**src/rtl/cal_angle_div_pkg.sv**
```systemverilog
// cal_angle_div_pkg: shared widths and defaults for the divider arbiter
package cal_angle_div_pkg;
    localparam int DIVIDEND_W  = 16;
    localparam int DIVISOR_W   = 8;
    localparam int RES_W       = 24;
    localparam int NUM_REQ_DEF = 4;
    localparam int TAG_W_DEF   = $clog2(NUM_REQ_DEF);

    // Tag width for a given requester count, never narrower than one bit
    function automatic int tag_w(input int n);
        return (n > 1) ? $clog2(n) : 1;
    endfunction
endpackage

```
**src/rtl/div_tag_fifo.sv**
```systemverilog
// div_tag_fifo: outstanding-tag FIFO remembering which requester owns each in-flight division
module div_tag_fifo #(
    parameter int WIDTH = 2,
    parameter int DEPTH = 32
) (
    input  logic                     clk,
    input  logic                     rst_n,
    input  logic                     push_i,
    input  logic [WIDTH-1:0]         din_i,
    input  logic                     pop_i,
    output logic [WIDTH-1:0]         dout_o,
    output logic                     full_o,
    output logic                     empty_o,
    output logic [$clog2(DEPTH):0]   count_o
);
    localparam int AW = $clog2(DEPTH);

    logic [WIDTH-1:0] mem_q [DEPTH];
    logic [AW-1:0]    wr_q, wr_d, rd_q, rd_d;
    logic [AW:0]      cnt_q, cnt_d;
    logic             do_push, do_pop;

    assign full_o  = (cnt_q == (AW+1)'(DEPTH));
    assign empty_o = (cnt_q == '0);
    assign dout_o  = mem_q[rd_q];
    assign count_o = cnt_q;

    // Pointer and occupancy update; overflow and underflow requests are ignored
    always_comb begin
        do_push = push_i && !full_o;
        do_pop  = pop_i && !empty_o;
        wr_d    = wr_q + AW'(do_push);
        rd_d    = rd_q + AW'(do_pop);
        cnt_d   = cnt_q + (AW+1)'(do_push) - (AW+1)'(do_pop);
    end

    // Pointer/count state
    always_ff @(posedge clk or negedge rst_n) begin
        if (!rst_n) begin
            wr_q  <= '0;
            rd_q  <= '0;
            cnt_q <= '0;
        end else begin
            wr_q  <= wr_d;
            rd_q  <= rd_d;
            cnt_q <= cnt_d;
        end
    end

    // Tag storage needs no reset: only entries below the count are ever read
    always_ff @(posedge clk) begin
        if (do_push) mem_q[wr_q] <= din_i;
    end
endmodule

```
**src/rtl/cal_angle_div_arbiter.sv**
```systemverilog
// cal_angle_div_arbiter: round-robin sharing of one fixed-latency divider with in-order result routing
module cal_angle_div_arbiter
    import cal_angle_div_pkg::*;
#(
    parameter int NUM_REQ   = NUM_REQ_DEF,
    parameter int TAG_DEPTH = 32
) (
    input  logic                          clk,
    input  logic                          rst_n,
    input  logic [NUM_REQ-1:0]            req_val_i,
    input  logic [NUM_REQ*DIVIDEND_W-1:0] req_dividend_i,
    input  logic [NUM_REQ*DIVISOR_W-1:0]  req_divisor_i,
    output logic [NUM_REQ-1:0]            req_rdy_o,
    output logic                          div_val_o,
    output logic [DIVIDEND_W-1:0]         div_dividend_o,
    output logic [DIVISOR_W-1:0]          div_divisor_o,
    input  logic                          div_val_i,
    input  logic [RES_W-1:0]              div_res_i,
    output logic [NUM_REQ-1:0]            res_val_o,
    output logic [RES_W-1:0]              res_data_o,
    output logic                          busy_o,
    output logic                          err_o
);
    localparam int TW = tag_w(NUM_REQ);
    localparam int CW = $clog2(TAG_DEPTH) + 1;

    logic [TW-1:0]         rr_q, rr_d, gidx, j, head_tag;
    logic [NUM_REQ-1:0]    grant, res_val_q, res_val_d;
    logic                  accept, pop, fifo_full, fifo_empty;
    logic [CW-1:0]         count;
    logic                  div_val_q, div_val_d, busy_q, busy_d, err_q, err_d;
    logic [DIVIDEND_W-1:0] dvd_q, dvd_d;
    logic [DIVISOR_W-1:0]  dvs_q, dvs_d;
    logic [RES_W-1:0]      res_q, res_d;

    div_tag_fifo #(.WIDTH(TW), .DEPTH(TAG_DEPTH)) u_fifo (
        .clk     (clk),
        .rst_n   (rst_n),
        .push_i  (accept),
        .din_i   (gidx),
        .pop_i   (pop),
        .dout_o  (head_tag),
        .full_o  (fifo_full),
        .empty_o (fifo_empty),
        .count_o (count)
    );

    // Round-robin grant: scan backwards so the first valid requester from rr_q wins
    always_comb begin
        grant = '0;
        gidx  = rr_q;
        j     = '0;
        for (int i = NUM_REQ - 1; i >= 0; i--) begin
            j = TW'((int'(rr_q) + i) % NUM_REQ);
            if (req_val_i[j]) begin
                grant    = '0;
                grant[j] = 1'b1;
                gidx     = j;
            end
        end
        req_rdy_o = grant & {NUM_REQ{rst_n && !fifo_full}};
        accept    = |req_rdy_o;
    end

    // Issue, result routing, error and busy next-state
    always_comb begin
        pop       = div_val_i && !fifo_empty;
        rr_d      = accept ? ((gidx == TW'(NUM_REQ - 1)) ? '0 : gidx + 1'b1) : rr_q;
        div_val_d = accept;
        dvd_d     = accept ? req_dividend_i[int'(gidx)*DIVIDEND_W +: DIVIDEND_W] : dvd_q;
        dvs_d     = accept ? req_divisor_i[int'(gidx)*DIVISOR_W +: DIVISOR_W] : dvs_q;
        res_val_d = pop ? (NUM_REQ'(1) << head_tag) : '0;
        res_d     = pop ? div_res_i : res_q;
        err_d     = err_q || (div_val_i && fifo_empty);
        busy_d    = ((count + CW'(accept) - CW'(pop)) != '0) || div_val_d;
    end

    // Registered state
    always_ff @(posedge clk or negedge rst_n) begin
        if (!rst_n) begin
            rr_q      <= '0;
            div_val_q <= 1'b0;
            dvd_q     <= '0;
            dvs_q     <= '0;
            res_val_q <= '0;
            res_q     <= '0;
            busy_q    <= 1'b0;
            err_q     <= 1'b0;
        end else begin
            rr_q      <= rr_d;
            div_val_q <= div_val_d;
            dvd_q     <= dvd_d;
            dvs_q     <= dvs_d;
            res_val_q <= res_val_d;
            res_q     <= res_d;
            busy_q    <= busy_d;
            err_q     <= err_d;
        end
    end

    assign div_val_o      = div_val_q;
    assign div_dividend_o = dvd_q;
    assign div_divisor_o  = dvs_q;
    assign res_val_o      = res_val_q;
    assign res_data_o     = res_q;
    assign busy_o         = busy_q;
    assign err_o          = err_q;
endmodule

```
**config.mk**
```make
export PLATFORM = sky130hd
export DESIGN_NAME = cal_angle_div_arbiter
export DESIGN_NICKNAME = d
export VERILOG_FILES = /design/src/rtl/cal_angle_div_pkg.sv /design/src/rtl/div_tag_fifo.sv /design/src/rtl/cal_angle_div_arbiter.sv
export SDC_FILE = /design/constraint.sdc
export NUM_CORES = 1
export LEC_CHECK = 0
export ABC_AREA = 0
export BUFFER_PORTS_ARGS = -buffer_cell sky130_fd_sc_hd__buf_2
export CORE_ASPECT_RATIO = 1.25
export CORE_UTILIZATION = 25
export DETAILED_ROUTE_END_ITERATION = 8
export GPL_TIMING_DRIVEN = 0
export SLEW_MARGIN = 20
export SYNTH_ARGS = -nofsm -noshare
export SYNTH_HDL_FRONTEND = slang
export SYNTH_HIERARCHICAL = 1
export SYNTH_SLANG_ARGS = --single-unit
```
**constraint.sdc**
```tcl
create_clock -name clk -period 6.95 [get_ports clk]
set_input_delay 0.695 -clock clk [delete_from_list [all_inputs] [get_ports clk]]
set_output_delay 0.695 -clock clk [all_outputs]
set_load 0.01 [all_outputs]
```
==> results.md, run 1 <==
- Status: complete, no violations
- Tmin final: 5.03 ns
- Rows: 69
- Critical path arrival: 5.32 ns
- Crit path launch type: flop
- Maximum fanout along the worst path: 12
- FF-to-FF Start: rr_q[1]$_DFFE_PN0P_
- Relative max-transition margin: 40.0%
- Total CTS buffers: 17
- Post-cts repair resize count: 0
- Die H: 192 µm
- Max clock buf depth: 2
- Finish-stage setup viols: 0
- CTS tree: done
- R2r setup slk: 1.92 ns
- Final critical-path share of the clock period: 72.4%
- Setup TNS: 0 ns
- Async S/R FF share, synth: 53.3%
- Post-synthesis average cell area: 13.9 µm²
- Final Hold Viols: 0
- Yosys top cell area share: 26.7%
- Yosys reg bits: 137
- # hold bufs at CTS: 0
- Filler instances: 2816
- Overflow after GRT: 0
- Core ar.: 28400 µm²
- Clock Sinks: 137
- DR vias: 4878
- Post-Layout Cell Count: 1092
- Root Driver: clkbuf_16
- Reg2reg path depth: 17
- Peak supply drop: 0.243 mV
- Min-delay worst type: in2async
- H-tree depth: 4
- Starting DRC count in detailed routing: 158
- Num ports: 186
- Nets@finish: 880
- Sequential cell area: 3750 µm²
- Share of layout cells above drive strength 1: 41.5%
- Cells after DPL: 1060
- DRT Pass-1 Iters: 4
- Final Max Tran Viols: 0
- Routed Antenna Nets: 0
- Gp weighted congestion: 0.791
- Most used DFF post-synth: dfrtp_1
- Number of global-route vias before repair: 4978
- Chip width: 154 µm
- Via density per instance: 4.47
- Ys Warns: 6
- EDFF count, synth: 64
- Multi-input gate area: 3180 µm²
- Synthesized area: 7200 µm²
- Max-Cap Viols: 0
- Kind of critical path: reg2reg
- Dpl cell area: 8620 µm²
- Post-Syn Nets: 674
- Critical path required time: 7.24 ns
- Initial antenna violation count: 0
- Dpl hpwl: 12.5 mm
- GRT Total Usage: 11.7%
- Global-route wire length before repair: 26.2 mm
- Buffers added on ports: 185
- Sequential fraction of the synthesis area: 52.1%
- Area Overhead vs Synth: 28.5%
- # DRC: 0
- Lkg Pwr: 4.11 nW
- Average routed wire per standard cell: 15.4 µm
- Clock Pin Slew Worst Setup and Hold Paths: 0.06 ns
- Synth Instances: 518
- Slack of the critical path: 1.92 ns
- Area contributors post-synth: edfxtp_1, dfrtp_1, mux2i_1
- Post-Place Setup Slack: 1.93 ns
- Setup bufs post-CTS: 0
- Slew @ Worst Pin: 0.899 ns
- Reg2reg end: busy_o$_DFF_PN0_
- RSZ-0062 raised after global routing: false
- Clock Latency Late Sink: 0.42 ns
- Dominant cell type by area after synthesis: edfxtp_1
- Initial core utilization: 25.3%
- Crit. End Element: flop
- Fmax: 199 MHz
- Clock skew after layout: 0.00697 ns
- Largest net degree at the start of global routing: 56
- Final wirelength: 16.8 mm
- Die ar.: 29500 µm²
- Antenna cells: 0
- Distinct cells, synth: 55
- Final instance area: 9250 µm²
- PwrDens: 524 nW/µm²
## state kept, by name, indices dropped and copies added (netlist names)
signal / count
u_fifo/wr_q: 5
busy_o: 1
res_data_o: 24
div_val_o: 1
res_val_o: 4
u_fifo/mem_q: 64
div_dividend_o: 16
err_o: 1
rr_q: 2
div_divisor_o: 8
u_fifo/count_o: 6
u_fifo/rd_q: 5
## worst max-delay path by stage
stage,cells after the start,slack [ns],endpoint,from
floorplan,17,2.40,busy_o$_DFF_PN0_,rr_q[0]$_DFFE_PN0P_
global placement,17,1.60,u_fifo/count_o[4]$_DFF_PN0_,rst_n
detailed placement,17,1.93,busy_o$_DFF_PN0_,rr_q[1]$_DFFE_PN0P_
CTS,17,1.92,busy_o$_DFF_PN0_,rr_q[1]$_DFFE_PN0P_
global route,17,1.63,busy_o$_DFF_PN0_,rr_q[1]$_DFFE_PN0P_
finish,17,1.92,busy_o$_DFF_PN0_,rr_q[1]$_DFFE_PN0P_
## cell usage in the layout (no fill, tap or decap), types with 3 or more instances in the layout
cell	instances
or3b_2	4
a21o_1	6
clkbuf_1	8
edfxtp_1	64
o21ai_0	8
mux4_1	10
xnor2_1	7
mux2_2	50
xor2_1	5
buf_2	190
buf_4	4
mux4_2	10
nor2_1	42
ha_1	27
nand3b_1	6
buf_6	5
o22ai_1	9
nand2_1	4
nand2b_1	6
o221ai_1	3
bufinv_16	5
nor2b_1	4
clkinv_1	3
nand3_1	8
inv_1	25
clkbuf_16	17
or3_1	5
dfrtp_1	73
a21oi_1	9
mux2i_1	77
## final cells by class
cell class | instances | area share, %
clock buffers | 18 | 4.64
plain buffers | 26 | 1.87
inverters | 25 | 1.01
clock inverters | 14 | 2.20
flip-flops and latches | 137 | 40.5
well taps | 355 | 4.80
multi-input cells | 330 | 34.4
repair buffers | 187 | 10.5
## critical path, stage by stage (launching register included)
cell	delay, ns
dfrtp_1	0.42
buf_2	0.28
inv_1	0.14
ha_1	0.41
mux4_2	0.63
a211o_1	0.30
a21oi_1	0.18
o22ai_1	0.10
or3b_1	0.40
buf_6	0.17
buf_6	0.17
ha_1	0.23
fa_1	0.43
and4b_1	0.27
o21ai_0	0.07
a21oi_1	0.15
a31oi_1	0.06
or4_4	0.48
## synth_stat cells, types with 2 or more instances
cell type / n
mux4_2: 10
o22ai_1: 9
a211o_1: 2
a31oi_1: 2
buf_6: 5
buf_4: 3
clkbuf_1: 8
nor2_1: 42
buf_2: 6
o21ai_0: 8
nor3b_1: 2
or3b_2: 4
nand3b_1: 6
o221ai_1: 3
nand3b_2: 2
or3_1: 5
nand2_1: 4
a21o_1: 6
ha_1: 27
mux2i_1: 77
edfxtp_1: 64
xor2_1: 5
a21oi_1: 9
xnor2_1: 7
nand3_1: 8
fa_1: 2
inv_1: 25
buf_1: 2
nor2b_1: 4
mux4_1: 10
nand2b_1: 6
dfrtp_1: 73
mux2_2: 50
## where the power goes
group	internal, mW	leakage [nW]	switching (mW)
Sequential	1.21	1.44	0.115
Clock	0.632	0.302	0.336
Combinational	1.19	2.37	1.37
## metal layers
metal | global-route usage (%) | vias up | routed length (µm)
li1 | - | 2346 | -
met1 | 12.9 | 2353 | 6830
met2 | 21.6 | 159 | 9010
met3 | 2.89 | 20 | 657
met4 | 4.69 | 0 | 311
met5 | 0 | - | 0
## stage by stage
step | hold WS [ns] | power [mW] | utilization (%)
6_report | 0.175 | 4.85 | 32.6
3_5_place_dp | 0.444 | 3.95 | 30.3
5_1_grt | 0.184 | 5.21 | 32.6
4_1_cts | 0.182 | 4.94 | 32.6
2_1_floorplan | 0.399 | 3.21 | -
3_3_place_gp | 0.438 | 3.87 | 30.2
## logic make-up after synthesis
family / Yosys count / synth area share, %
fa+ha+maj: 29 / 5.25
simple gates: 95 / 7.61
buf+inv: 51 / 3.69
mux: 147 / 25.3
compound gates: 46 / 4.36
xor+xnor: 13 / 1.69
flops: 137 / 52.1
Note: power is estimated with default switching activity, not from simulation.
==> run 2, diff against run 1 <==
==> constraint.sdc (replaced) <==
create_clock -name clk -period 4.3 [get_ports clk]
set_input_delay 0.43 -clock clk [delete_from_list [all_inputs] [get_ports clk]]
set_output_delay 0.43 -clock clk [all_outputs]
set_load 0.01 [all_outputs]
==> results.md, run 2 (same netlist as run 1, synthesis figures left out) <==
- Clock Pin Slew Worst Setup and Hold Paths: 0.06 ns
- Global-route wire length before repair: 26.6 mm
- Kind of critical path: reg2reg
- Core ar.: 28400 µm²
- Worst Path Buf+Inv: 2
- DRT Pass-1 Iters: 6
- Clk pwr share: 20.3%
- Antenna cells: 0
- Total CTS buffers: 17
- Reg with most FFs: u_fifo/mem_q
- Clock skew after layout: 0.0119 ns
- Rows: 69
- Maximum fanout along the worst path: 5
- Largest net degree at the start of global routing: 40
- Buffers added on ports: 185
- Final Max Tran Viols: 0
- Root Driver: clkbuf_16
- Reg2reg path depth: 15
- Share of layout cells above drive strength 1: 44.7%
- Overflow after GRT: 0
- Initial antenna violation count: 0
- Max incr delay on CP: 0.55 ns
- Clock Sinks: 137
- Hold wc startpoint: div_val_i
- Gp weighted congestion: 0.784
- Sequential share of power: 26.0%
- Finish-stage setup viols: 0
- Kind of cell adding the most delay to the critical path: simple AND/OR/NAND/NOR gates
- Int Pwr: 5.11 mW
- NetSw: 3.06 mW
- Nets@finish: 891
- Crit path max-delay cell type: mux4_2
- Via density per instance: 4.50
- Commonest non-fill, non-tap cells in the layout: buf_2, mux2i_1, dfrtp_1
- Status: complete, no violations
- DR vias: 4959
- Max-Cap Viols: 0
- Die ar.: 29500 µm²
- Num ports: 186
- Critical path required time: 4.58 ns
- Starting DRC count in detailed routing: 176
- Slew @ Worst Pin: 0.909 ns
- Final Hold Viols: 0
- PwrDens: 865 nW/µm²
- Final wirelength: 17.0 mm
- Crit path top cell by count: ha_4
- Fin Hold WS: 0.227 ns
- Crit path cell chain: buf_6 > clkinvlp_4 > ha_4 > mux4_2 > a211o_1 > a21oi_2 > o22ai_1 > or3b_4 > ha_4 > fa_2 > and4b_1 > o21ai_0 > a21oi_1 > a31oi_1 > or4_4
- RSZ-0062 raised after global routing: false
- Critical path arrival: 4.44 ns
- Crit path launch type: flop
- Area Overhead vs Synth: 31.4%
- Lkg Pwr: 4.18 nW
- Number of global-route vias before repair: 5081
- Logic gate share of total power: 53.7%
- # DRC: 0
- Max clock buf depth: 2
- H-tree depth: 4
- Crit path from: rr_q[0]$_DFFE_PN0P_
- GRT Total Usage: 11.8%
- Min-delay worst type: in2reg
- Clock Latency Late Sink: 0.41 ns
- FF-to-FF Start: rr_q[0]$_DFFE_PN0P_
- Chip width: 154 µm
- Routed Antenna Nets: 0
- Dpl hpwl: 12.6 mm
- R2r setup slk: 0.14 ns
- Relative max-transition margin: 39.3%
- Average routed wire per standard cell: 15.4 µm
- Fmax: 240 MHz
- Worst hold stages: 2
- Tmin final: 4.16 ns
- Max FFs per register: 64
- Commonest non-fill, non-tap cell in the layout: buf_2
- Fin util: 33.3%
- Critical path depth: 15
- Peak supply drop: 0.428 mV
- CTS tree: done
- Crit. End Element: flop
- Net Sw Frac: 37.5%
- Initial core utilization: 25.3%
- Die H: 192 µm
- Final critical-path share of the clock period: 96.8%
run 2: cell types whose count changed in the layout (fill, tap and decap cells not counted), sizes merged:
cell	delta
clkinv	-3
clkinvlp	+2
bufinv	+1
buf	+9
inv	+1
dlygate4sd3	+1
run 2: final cells by class:
type | count | area (µm²)
Timing Repair Buffer | 200 | 1080
Sequential cell | 137 | 3750
Clock buffer | 17 | 425
Inverter | 25 | 97.6
Tap cell | 355 | 444
Multi-Input combinational cell | 330 | 3250
Fill cell | 2809 | 18900
Buffer | 24 | 161
Clock inverter | 15 | 248
run 2: layer usage:
metal / routed length, µm / up-vias / share of wire (%) / global-route usage (%)
li1: - / 2379 / - / -
met1: 6750 / 2388 / 40 / 12.7
met2: 9090 / 173 / 54 / 22.1
met3: 794 / 19 / 4.7 / 2.82
met4: 343 / 0 / 2.0 / 4.85
met5: 0 / - / 0 / 0
run 2: final timing paths:
kind,to
min reg2reg,err_o$_DFF_PN0_
min,err_o$_DFF_PN0_
max reg2reg,busy_o$_DFF_PN0_
max in group asynchronous,res_data_o[20]$_DFFE_PN0P_
min in group asynchronous,div_dividend_o[11]$_DFFE_PN0P_
max,busy_o$_DFF_PN0_
run 2: power groups by stage:
stage          clock network, mW  registers, mW  logic [mW]
3_3_place_gp                   0           2.15        4.16
2_1_floorplan                  0           2.21        3.02
3_5_place_dp                   0           2.15        4.28
4_1_cts                     1.70           2.13        4.47
6_report                    1.66           2.12        4.39
5_1_grt                     1.77           2.17        4.84
run 2: through the flow:
step / total power, mW / instance area (µm²) / cells / TNS [ns] / worst slack [ns]
2_1_floorplan: 5.23 / 7240 / 518 / 0 / 0.0116
3_3_place_gp: 6.31 / 8610 / 1058 / -16.32 / -0.735
3_5_place_dp: 6.44 / 8660 / 1060 / -1.03 / -0.356
4_1_cts: 8.30 / 9440 / 1104 / 0 / 0.00907
5_1_grt: 8.78 / 9460 / 1103 / 0 / 0.00337
6_report: 8.18 / 9460 / 1103 / 0 / 0.139
run 2: timing repair:
item | CTS | global route
hold buffers | 1 | 0
buffers inserted | 11 | 1
gates resized for setup | 6 | 8
endpoints found under the setup margin | 5 | 3
pin swaps | 5 | 7
hold endpoints to repair | 34 | 0
